[config.mk]
export PLATFORM = sky130hd
export DESIGN_NAME = ram_arbiter
export DESIGN_NICKNAME = d
export VERILOG_FILES = /design/src/rtl/ram_arbiter.sv
export SDC_FILE = /design/constraint.sdc
export NUM_CORES = 1
export LEC_CHECK = 0
export BUFFER_PORTS_ARGS = -buffer_cell sky130_fd_sc_hd__clkbuf_2
export CAP_MARGIN = 15
export CORE_MARGIN = 1
export CORE_UTILIZATION = 45
export DETAILED_ROUTE_END_ITERATION = 10
export PLACE_DENSITY = 0.77
export SYNTH_ARGS = -nofsm -noshare
export SYNTH_HDL_FRONTEND = slang
export SYNTH_SLANG_ARGS = --single-unit
export TNS_END_PERCENT = 50
[constraint.sdc]
create_clock -name clk -period 3.3 [get_ports clk]
set_clock_uncertainty 0.1 [all_clocks]
set_input_delay 0.66 -clock clk [delete_from_list [all_inputs] [get_ports clk]]
set_output_delay 0.66 -clock clk [all_outputs]
set_load 0.01 [all_outputs]
[src/rtl/ram_arbiter.sv]
// Two-port arbiter in front of a single-port synchronous RAM. Each transaction
// takes IDLE -> ACCESS -> DONE, and ties are broken against the last port served.
module ram_arbiter #(
    parameter int addrBits = 16,
    parameter int dataBits = 16
) (
    input  logic                clk,
    input  logic                reset,
    input  logic                req0,
    input  logic                req1,
    input  logic                rw0,
    input  logic                rw1,
    input  logic [addrBits-1:0] addr0,
    input  logic [addrBits-1:0] addr1,
    input  logic [dataBits-1:0] wdata0,
    input  logic [dataBits-1:0] wdata1,
    output logic                grant0,
    output logic                grant1,
    output logic                done0,
    output logic                done1,
    output logic [dataBits-1:0] rdata0,
    output logic [dataBits-1:0] rdata1,
    output logic [addrBits-1:0] ramAddr,
    output logic [dataBits-1:0] ramDataIn,
    output logic                ramRW,
    input  logic [dataBits-1:0] ramDataOut
);

    if (addrBits != dataBits) begin : g_width_check
        $error("ram_arbiter: addrBits must equal dataBits");
    end

    typedef enum logic [1:0] {
        S_IDLE   = 2'd0,
        S_ACCESS = 2'd1,
        S_DONE   = 2'd2
    } state_t;

    state_t                state_q, state_d;
    logic                  port_q, port_d;
    logic                  rw_q, rw_d;
    logic [addrBits-1:0]   addr_q, addr_d;
    logic [dataBits-1:0]   wdata_q, wdata_d;
    logic                  last_q, last_d;
    logic [dataBits-1:0]   rdata0_q, rdata0_d;
    logic [dataBits-1:0]   rdata1_q, rdata1_d;
    logic                  in_done;
    logic                  read_done;

    always_comb begin
        // NOTE: every target gets its hold value first, so no path leaves it unassigned and no latch is inferred.
        state_d  = state_q;
        port_d   = port_q;
        rw_d     = rw_q;
        addr_d   = addr_q;
        wdata_d  = wdata_q;
        last_d   = last_q;
        rdata0_d = rdata0_q;
        rdata1_d = rdata1_q;

        case (state_q)
            S_IDLE: begin
                if (req0 || req1) begin
                    // A lone requester wins; on a tie the port not served last wins.
                    port_d  = (req0 && req1) ? ~last_q : req1;
                    rw_d    = port_d ? rw1    : rw0;
                    addr_d  = port_d ? addr1  : addr0;
                    wdata_d = port_d ? wdata1 : wdata0;
                    state_d = S_ACCESS;
                end
            end
            S_ACCESS: begin
                state_d = S_DONE;
            end
            S_DONE: begin
                if (!rw_q) begin
                    if (port_q) begin
                        rdata1_d = ramDataOut;
                    end else begin
                        rdata0_d = ramDataOut;
                    end
                end
                last_d  = port_q;
                state_d = S_IDLE;
            end
            default: begin
                state_d = S_IDLE;
            end
        endcase
    end

    always_ff @(posedge clk) begin
        // NOTE: non-blocking assignments throughout, so every register samples the pre-edge values together.
        if (reset) begin
            state_q  <= S_IDLE;
            port_q   <= 1'b0;
            rw_q     <= 1'b0;
            addr_q   <= '0;
            wdata_q  <= '0;
            last_q   <= 1'b1;
            rdata0_q <= '0;
            rdata1_q <= '0;
        end else begin
            state_q  <= state_d;
            port_q   <= port_d;
            rw_q     <= rw_d;
            addr_q   <= addr_d;
            wdata_q  <= wdata_d;
            last_q   <= last_d;
            rdata0_q <= rdata0_d;
            rdata1_q <= rdata1_d;
        end
    end

    // Reset masks the write strobe and completion so an aborted transaction leaves no trace.
    assign in_done   = (state_q == S_DONE) && !reset;
    assign read_done = in_done && !rw_q;

    assign grant0 = (state_q != S_IDLE) && !port_q;
    assign grant1 = (state_q != S_IDLE) &&  port_q;
    assign done0  = in_done && !port_q;
    assign done1  = in_done &&  port_q;

    // Read data is forwarded during DONE so it is valid with the done pulse, then held from the register.
    assign rdata0 = (read_done && !port_q) ? ramDataOut : rdata0_q;
    assign rdata1 = (read_done &&  port_q) ? ramDataOut : rdata1_q;

    assign ramAddr   = addr_q;
    assign ramDataIn = wdata_q;
    assign ramRW     = (state_q == S_ACCESS) && rw_q && !reset;

endmodule
==> results by stage, run 1 <==
STA:
- The final-report hold violation count is 0.
- For this run, the top clock speed supported by timing is roughly 0.35 GHz.
- Hold timing on the final database bottoms out at a slack of 360 ps.
- The slew at the pin closest to its max-slew limit is ~1100 ps.
- The worst-case headroom to the max-slew limit is 0.280.
- The total count of max-transition violations in the final report is 0.
- In the finished design, the share of the clock period the worst path needs comes to 0.859.
- The total of endpoints with negative setup slack in the final report is 0.
- Setup total negative slack on the finished layout was measured at 0 ps.
- The shortest period the worst path allows is around 2800 ps.
- Setup repair after global routing left no endpoint under its margin.

Drt:
- The via count is 3109.
- The remaining design rule violation count is 0.
- For this run, the detailed router's first-pass iteration total came to 4.
- The violation count after the first detailed-route iteration is approximately 150.
- The average routed wire per standard cell is 14.4 µm.
- Wires add up to 8550 µm.
- The number of vias per cell is between 5 and 6.
- In this run the remaining antenna-violating nets after routing total 0.

Global route:
- The total congestion overflow after global routing is 0.
- The first-pass GRT wire length is 13700 µm.
- The via count of the first global-routing pass is 2898.
- For this run, the total global-route usage over all layers was measured as 0.237.
- The maximum number of pins on one net before global-route repair is between 50 and 60.
- The initial antenna violation count is 0.

Yosys:
- Counting flops with a built-in enable in the synthesized netlist gives 0.
- The number of nets in the synthesized netlist is between 400 and 500.
- The top flip-flop cell by instance count after synthesis is dfxtp_1.
- For this run, the register share of the synthesized area comes to 0.436.
- Counting flops with an async set or reset pin after synthesis yields a share of 0.
- The cell count after synthesis is roughly 360.
- In this run, synthesis produced a sequential element count of 69.
- The synthesis warning total is 0.
- The mapped netlist covers between 3000 and 4000 µm².
- After synthesis, the mean cell area works out to between 8 and 9 µm².
- The number of different library cells in the post-synthesis netlist is 30.

Placed design:
- Once detailed placement completed, the half-perimeter wirelength came to 5870 µm.
- The number of buffer cells added on primary ports is 154.
- The area after detailed placement is approximately 4000 µm².
- The final weighted congestion in routability-driven placement is 0.770.

CTS:
- Clock-pin slew was measured on the worst setup and hold paths at 80 ps.
- The number of sinks on the clock net is 69.
- The post-CTS repair timing setup buffer count is 0.
- TritonCTS built the clock tree.
- The number of gates resized after cts is 0.
- Counting along the longest clock path gives a buffer depth of 2.
- Clock latency on the worst-skew pair, taken at its later pin, is approximately 340 ps.
- The number of hold-repair buffers added at the cts stage is 0.
- The root cell of the clock tree is clkbuf_8.
- The TritonCTS buffer count is 9.
- The clock tree synthesis step divided the H-tree into 3 levels.

Final layout:
- The number of inserted filler cells in the final layout is about 580.
- The number of antenna diodes is 0.
- The layout overhead on the synthesized area is 31.5%.
- The library cell used most frequently in the layout, excluding fill and tap cells, is clkbuf_2.
- The final layout net count is 579.
- Leaving out fill and tap cells, the most frequent cells in the layout are 154 x clkbuf_2, 98 x nand2_1, 69 x dfxtp_1, 50 x a21oi_1, 33 x a311oi_1.
- The fraction of final layout cells sized beyond drive strength 1 is 0.434.
- The final instance area is 4170 µm².

Worst setup path:
- Among cell families on the critical path, the largest total delay comes from simple AND/OR/NAND/NOR gates.
- Setup slack on the worst reg-to-reg path comes out at 1360 ps.
- The number of buffers and inverters on the critical path is 1.
- The type of element capturing the critical path is a primary output.
- The maximum fanout along the worst path is 16.
- The highest cell delay on the worst timing path is 680 ps.
- The kind of launch point of the worst setup path is a flop.
- The library cell contributing the largest single delay on the critical path is or4b_4.
- The required time at the endpoint of the critical path is 2540 ps.
- For the worst setup path, the data arrival time is ~2100 ps.
- By startpoint and endpoint, the worst setup path is classified as reg -> out.
- The signal on the critical path passes through or4b_4 > mux2_4 > clkbuf_2.

Die:
- For this configuration, the core starts out at a cell density of 0.467.
- The full die area is 7390 µm².
- The placement row count is 30.
- The top-level port count is 155.
- The area of the core region is 6790 µm².
- The die width is 85.9 µm.
- The die span in y is approximately 86 µm.

Pwr:
- The analysis attributes to cell leakage a power of 0.00195 µW.
- The power density relative to cell area is 457 nW/µm².
- The highest ir drop seen on vdd is 0.243 mV.

Job:
- Max-cap violations in this run came to 0.

Status:
- The run finished with clean final reports.

Hold path:
- The type of the worst min-delay path is reg -> reg.
registers in the layout, indices dropped and copies added, names as in the netlist:
register / flops
ramAddr: 16
ramDataIn: 16
rdata0_q: 16
rdata1_q: 16
state_q: 2
last_q: 1
port_q: 1
rw_q: 1
tightest hold or removal path, stage by stage, from the launching register on:
cell and delay, ps:
dfxtp_1 310, nand2_1 50, a21oi_1 50
area by class of cell:
type	count	area [µm²]	share of cell area
tap	96	120	0.0288
timing repair buffer	161	843	0.202
multi-input combinational	252	1650	0.395
sequential	69	1380	0.331
clock buffer	10	138	0.0330
clock inverter	6	38.8	0.00930
synth_stat cells, types with 2 or more instances:
cell | count | area, µm²
a21bo_2 | 2 | 20.0
a21oi_1 | 50 | 250
a22o_1 | 16 | 140
a311oi_1 | 33 | 289
and2_1 | 2 | 12.5
buf_2 | 7 | 35.0
clkbuf_1 | 26 | 97.6
dfxtp_1 | 69 | 1380
mux2_1 | 2 | 22.5
mux2_2 | 20 | 225
mux2_4 | 10 | 150
nand2_1 | 98 | 368
nor2_1 | 3 | 11.3
nor2b_1 | 2 | 12.5
nor3b_1 | 2 | 15.0
metrics by stage:
step | total power [µW] | cells | setup WS, ps | utilization
6_report | 1900 | 594 | 464 | 0.614
2_1_floorplan | 1140 | 357 | 785 | -
3_3_place_gp | 1290 | 577 | 628 | 0.584
4_1_cts | 1910 | 593 | 447 | 0.610
5_1_grt | 1990 | 594 | 363 | 0.614
3_5_place_dp | 1300 | 577 | 594 | 0.584
metal layers:
layer  wire (µm)  global-route usage  vias up
li1            -                   -     1553
met1        3750               0.291     1413
met2        4020               0.392      126
met3         572              0.0558       17
met4         214               0.111        0
met5           0                   0        -
kinds of logic after synthesis:
family	after synthesis	share of synthesized area
simple gates	117	0.161
buf+inv	36	0.0513
mux	33	0.129
flops	69	0.436
compound gates	102	0.223
path summary, 6_finish.rpt:
| kind | to | from | cells past startpoint |
|---|---|---|---|
| max | rdata1[11] | port_q | 3 |
| min | rdata1_q[4] | rdata1_q[4] | 2 |
| max reg2reg | rdata0_q[1] | port_q | 3 |
| min reg2reg | rdata1_q[4] | rdata1_q[4] | 2 |
where the power goes:
| group | internal, µW | switching [µW] | leakage, µW | total [µW] |
|---|---|---|---|---|
| Clock | 290 | 323 | 0.0000880 | 614 |
| Combinational | 160 | 199 | 0.00130 | 359 |
| Sequential | 891 | 40.0 | 0.000565 | 931 |
Power figures use the tool's default switching activity.
==> run 2, diff against run 1 <==
--- a/config.mk
+++ b/config.mk
@@ -11,6 +11,7 @@
 export CORE_UTILIZATION = 45
 export DETAILED_ROUTE_END_ITERATION = 10
 export PLACE_DENSITY = 0.77
+export RECOVER_POWER = 50
 export SYNTH_ARGS = -nofsm -noshare
 export SYNTH_HDL_FRONTEND = slang
 export SYNTH_SLANG_ARGS = --single-unit
==> results by stage, run 2 (synthesis results as in run 1) <==
Pwr:
- In this run the static leakage power is 0.00185 µW.
- The proportion of power drawn by flip-flops and latches is 0.492.
- The overall power after layout is 1890 µW.
- The share of total power dissipated in combinational logic is 0.184.
- The reported net switching power is 560 µW.
- The switching portion of total power is 0.296.
- The internal power of the cells is 1330 µW.
- The highest ir drop seen on vdd is 0.242 mV.
- Of the total power, the clock network draws 0.324.
- For this design the ratio of total power to cell area is 458 nW/µm².

CTS:
- Clock-pin slew was measured on the worst setup and hold paths at ~70 ps.
- Clock tree synthesis selected as its root buffer the cell clkbuf_8.
- The number of gates resized after cts is 0.
- The clock net in this run drives a total of 69 sinks.
- TritonCTS created 9 clock buffers.
- The CTS tree is yes.
- Buffers added to address setup during post-CTS repair amount to 0.
- The maximum number of buffers from clock root to sink is 2.
- The number of hold-repair buffers added at the cts stage is 0.
- Clock latency on the worst-skew pair, taken at its later pin, is 340 ps.
- The H-tree generated during clock tree synthesis spans 3 levels.

Placed design:
- Input and output buffers added on the ports amount to about 150.
- The HPWL after detailed placement is 5870 µm.
- The final weighted congestion in routability-driven placement is just under 0.8.

STA:
- The total count of max-transition violations in the final report is 0.
- Setup repair after global routing left no endpoint under its margin.
- The aggregate negative setup slack is 0 ps.
- The achievable clock frequency is 0.344 GHz.
- The shortest period the worst path allows is 2910 ps.
- The total of endpoints with negative setup slack in the final report is 0.
- The worst pin sits at a relative slew slack of 0.229.
- Of the available clock period, the critical path in the final layout requires 0.881.
- The slew at the pin closest to its max-slew limit is 1160 ps.
- The final-report hold violation count was 0.

Global route:
- The first global-routing pass estimated 13700 µm of wire.
- For this run, the total global-route usage over all layers was measured as 0.237.
- The initial antenna violation count is 0.
- The via count of the first global-routing pass is approximately 2900.
- The maximum number of pins on one net before global-route repair is 57.
- After global routing the overflow that remains totals 0.

Drt:
- The post-detailed-routing wire length is 8530 µm.
- The first TritonRoute pass finished after 4 iterations.
- After detailed routing, the number of remaining DRC violations is 0.
- The violation count after the first detailed-route iteration is between 100 and 150.
- The detail route stage leaves a number of antenna-violating nets equal to 0.
- Using the TritonRoute via totals, the vias-per-cell ratio works out to roughly 5.2.
- The average routed wire per standard cell is 14.4 µm.
- The via count is about 3100.

Worst setup path:
- The startpoint-to-endpoint class of the critical path is in -> out.
- The critical path starts at reset.
- The slack of the worst reg-to-reg path is between 1000 and 1500 ps.
- The kind of launch point of the worst setup path is a primary input.
- For the worst setup path, the data required time is 2540 ps.
- The library cell contributing the largest single delay on the critical path is clkbuf_2.
- The worst path arrival time is 2150 ps.
- Along the worst path, the maximum fanout reaches 56.
- The worst register-to-register path begins at state_q[1].
- The worst flop-to-flop path endpoint is ramDataIn[1].
- The worst setup path is captured at a primary output.
- In this design, the stage delay of the slowest critical-path cell is around 630 ps.
- Walking the worst path, the cells encountered are clkbuf_2 > clkbuf_2 > nor3b_1 > and2_1 > clkbuf_2.
- By instance count, the cell type seen most on the critical path is clkbuf_2.
- Counting cells, the worst reg-to-reg path comes to 4.

Final layout:
- Across the whole layout, storage elements account for 1380 µm².
- The repair_antennas step left the layout with diodes totalling 0.
- The top cell types in the final layout, fill and taps aside, are 123 x clkbuf_2, 98 x nand2_1, 69 x dfxtp_1, 50 x a21oi_1, 33 x a311oi_1.
- Leaving out fill and tap cells, the most frequent cell in the layout is clkbuf_2.
- The net count of the finished layout is 579.
- From synthesis to final layout, the design area changed by 30.1%.
- The layout has 591 filler cells.
- The area of the multi-input gates is 1650 µm².
- Of the cells placed in the final design, the portion with a size suffix greater than 1 is 0.367.

Job:
- Across the run, the number of max-cap violations was 0.

Die:
- Measured along the y axis, the die boundary spans 85.9 µm.
- The top-level port count is 155.
- The die width is around 86 µm.
- The full die area is 7390 µm².
- The area of the core region is between 6000 and 7000 µm².
- The initial utilization of the core area, before any placement, comes to 0.467.
- After floorplanning, the core was divided into 30 placement rows.

Hold path:
- The worst hold path begins at rdata1_q[4].
- The number of cells on the worst hold path is 2.
- The endpoint of the worst hold path is rdata1_q[4].
- The type of the worst min-delay path is reg -> reg.

Status:
- The run finished with clean final reports.
-- run 2: cell count changes in the layout (fill, tap and decap cells not counted) --
cell,change
nor2_2,-1
nor2_1,+1
and2_1,-1
buf_4,-1
clkbuf_2,-31
and2_0,+1
clkbuf_1,+32
-- run 2: how the worst max path moves through the flow --
stage,endpoint,slack [ps],cells past startpoint
after floorplan,rdata1[10],790,4
after global placement,rdata1[10],630,4
after detailed placement,rdata1[9],590,4
after CTS,rdata1[9],450,3
after global routing,ramRW,210,5
final,ramRW,390,5
-- run 2: metal layers --
| layer | vias up | wire [µm] | global-route usage | part of all wire |
|---|---|---|---|---|
| met3 | 17 | 545 | 0.0558 | 0.064 |
| met1 | 1418 | 3740 | 0.291 | 0.44 |
| met5 | - | 0 | 0 | 0 |
| met2 | 124 | 4030 | 0.392 | 0.47 |
| li1 | 1550 | - | - | - |
| met4 | 0 | 214 | 0.111 | 0.025 |
-- run 2: through the flow --
stage | instances | instance area, µm² | hold WS [ps] | worst slack, ps | utilization
after detailed placement | 577 | 3970 | 351 | 594 | 0.584
after floorplan | 357 | 3170 | 333 | 785 | -
final | 594 | 4120 | 360 | 391 | 0.607
after global placement | 577 | 3970 | 345 | 628 | 0.584
after CTS | 593 | 4140 | 361 | 447 | 0.610
after global routing | 594 | 4120 | 392 | 212 | 0.607
-- run 2: power groups by stage --
| stage | Combinational [µW] | Clock, µW | Sequential (µW) |
|---|---|---|---|
| finish | 347 | 613 | 930 |
| floorplan | 180 | 0 | 960 |
| CTS | 351 | 626 | 930 |
| detailed placement | 350 | 0 | 948 |
| global route | 384 | 660 | 936 |
| global placement | 345 | 0 | 946 |
-- run 2: critical path, delay by kind of cell --
kind                   cells  cell delay [ps]
buffers and inverters      3              900
AND/OR/NAND/NOR            2              590
-- run 2: final cells by class --
class / instances / area share
multi-input cells: 252 / 0.399
flip-flops and latches: 69 / 0.335
repair buffers: 161 / 0.194
clock buffers: 10 / 0.0334
well taps: 96 / 0.0291
clock inverters: 6 / 0.00941
==> run 3, diff against run 2 <==
--- a/config.mk
+++ b/config.mk
@@ -8,9 +8,9 @@
 export BUFFER_PORTS_ARGS = -buffer_cell sky130_fd_sc_hd__clkbuf_2
 export CAP_MARGIN = 15
 export CORE_MARGIN = 1
-export CORE_UTILIZATION = 45
+export CORE_UTILIZATION = 40
 export DETAILED_ROUTE_END_ITERATION = 10
-export PLACE_DENSITY = 0.77
+export PLACE_DENSITY = 0.7
 export RECOVER_POWER = 50
 export SYNTH_ARGS = -nofsm -noshare
 export SYNTH_HDL_FRONTEND = slang
==> results by stage, run 3 (synthesis results as in run 1) <==
Status:
- The flow ran to the end, but the final reports show violations.
- The checks that failed: max-capacitance violations, max-slew violations.

Die:
- The area of the core region is 7690 µm².
- The initial core utilization is 0.412.
- In this run the vertical extent of the chip is a little over 90 µm.
- Pin placement for this block handled ~160 I/O pins.
- The placement row count is 32.
- Measured along the x axis, the die boundary spans 91.0 µm.
- The full die area is 8290 µm².

Worst setup path:
- STA classifies the critical path startpoint as a flop.
- The library cell contributing the largest single delay on the critical path is or4b_4.
- The worst register-to-register path begins at port_q.
- The worst setup path is captured at a primary output.
- Counting both buffers and inverters, the worst setup path holds a total of 1.
- Counting cells, the worst reg-to-reg path comes to 4.
- The required time at the endpoint of the critical path is 2540 ps.
- The worst flop-to-flop path endpoint is rdata1_q[8].
- The signal on the critical path passes through nand2b_1 > or4b_4 > mux2_4 > clkbuf_2.
- The highest cell delay on the worst timing path is 690 ps.
- The startpoint-to-endpoint class of the critical path is reg -> out.
- The worst path arrival time is 2130 ps.
- The maximum fanout along the worst path is 16.
- The family with the most delay on the worst path is simple AND/OR/NAND/NOR gates.
- The worst register-to-register path has a setup slack of 1180 ps.

CTS:
- Hold repair after CTS inserted 0 buffers.
- The root cell of the clock tree is clkbuf_8.
- The insertion delay of the later-clocked pin in the worst-skew pair is 330 ps.
- After clock tree synthesis, the clock-pin slew on the worst setup and hold paths is 60 ps.
- The H-tree level count is 3.
- The CTS tree is yes.
- Gates resized during post-CTS repair numbered 0.
- No sink is reached through more buffers than the 2 on the longest clock path.
- The post-CTS repair timing setup buffer count is 0.
- TritonCTS created 9 clock buffers.
- For this design, the sink count on the clock tree is 69.

Final layout:
- The net count of the finished layout is about 580.
- The number of inserted filler cells in the final layout is around 750.
- The fraction of final layout cells sized beyond drive strength 1 is 0.357.
- The layout overhead on the synthesized area is 30.5%.
- With fillers left out, the area of the finished cells amounts to 4140 µm².
- The library cells used most frequently in the layout, excluding fill and tap cells, are 121 x clkbuf_2, 98 x nand2_1, 69 x dfxtp_1, 50 x a21oi_1, 36 x clkbuf_1.
- The repair_antennas step left the layout with diodes totalling 0.
- The most frequent standard cell in the layout excluding fill and tap cells is clkbuf_2.

STA:
- The final-report hold violation count is 0.
- Setup repair after global routing left no endpoint under its margin.
- The worst-case headroom to the max-slew limit is -0.106.
- The total count of max-transition violations in the final report came to 36.
- Setup violations remaining at the end of the flow were counted as 0.
- In the final timing run, aggregate negative setup slack is 0 ps.
- For the pin with the worst max-slew slack, the measured transition is 1660 ps.
- Subtracting the final worst setup slack from the clock period gives 2890 ps.
- Timing would allow up to 0.346 GHz.
- The share of the clock period used by the worst path after layout is 0.875.

Global route:
- The met2 routing resource usage after global routing is 0.349.
- After global routing the overflow that remains totals 0.
- The initial antenna violation count is 0.
- The layer with the highest usage is met2.
- For met3 alone, demand over resource in global routing was 0.0637.
- The total routing resource utilization after global routing is 0.212.
- The via count of the first global-routing pass was roughly 2900.
- For met1 alone, demand over resource in global routing was 0.258.
- Entering global routing, the biggest net connects 38 pins.
- The first global-routing pass estimated 14000 µm of wire.

Placed design:
- The post-DP HPWL is 6170 µm.
- Port buffering added 154 buffers.
- After detailed placement, the total cell area comes to 4020 µm².
- The final weighted congestion in routability-driven placement is approximately 0.73.

Drt:
- The detailed router finished its first iteration with 136 violations.
- For this block, the via count after detailed routing is between 3000 and 4000.
- The average routed wire per standard cell is approximately 14 µm.
- The number of antenna-violating nets in the routed design is 0.
- The post-detailed-routing wire length is 8640 µm.
- The first TritonRoute pass finished after 5 iterations.
- In the routed layout, each cell is associated on average with a via count of 5.24.
- The remaining design rule violation count is 0.

Hold path:
- The type of the worst min-delay path is reg -> reg.
- The launch point of the worst hold path is rdata1_q[1].
- For hold timing, the worst endpoint is rdata1_q[1].
- The number of cells on the worst hold path is 2.

Pwr:
- The highest ir drop seen on vdd is around 0.25 mV.
- In this run the power density over the cells is 465 nW/µm².
- The static leakage is about 0.0019 µW.

Job:
- The total of max-cap violations is 1.
run 3: metal layers:
layer / up-vias / routed length, µm
met4: 0 / 134
met1: 1452 / 3820
met3: 13 / 577
met2: 119 / 4110
li1: 1557 / -
met5: - / 0
run 3: stage by stage:
step	total power, µW	util	cells	setup slack [ps]	hold WS, ps
global placement	1300	0.519	585	605	342
detailed placement	1310	0.522	586	584	351
finish	1920	0.538	600	412	360
floorplan	1140	-	357	785	333
CTS	1960	0.546	600	452	360
global route	2030	0.538	600	290	380
run 3: how the worst max path moves through the flow:
stage / startpoint / endpoint / cells past startpoint
after global placement: reset / rdata1[12] / 4
after floorplan: reset / rdata1[10] / 4
final: state_q[0] / rdata1[10] / 4
after detailed placement: reset / rdata1[10] / 4
after global routing: state_q[1] / rdata1[10] / 4
after CTS: port_q / rdata1[10] / 3
run 3: worst register-to-register path, cell delays in order (launching register included):
cell and delay (ps):
dfxtp_1 580, nor4bb_1 860, buf_4 310, nand2_1 80, a21oi_1 130
run 3: power breakdown:
group | leakage [µW] | total (µW) | internal (µW) | switching, µW
Sequential | 0.000565 | 930 | 891 | 38.7
Clock | 0.0000923 | 645 | 361 | 284
Combinational | 0.00120 | 349 | 149 | 199
run 3: cell type report:
cell class                      count  area [µm²]  share of cell area
Clock inverter                      2        35.0             0.00847
Sequential cell                    69        1380               0.334
Timing Repair Buffer              163         813               0.197
Clock buffer                       12         145              0.0351
Tap cell                          102         128              0.0309
Multi-Input combinational cell    252        1630               0.395
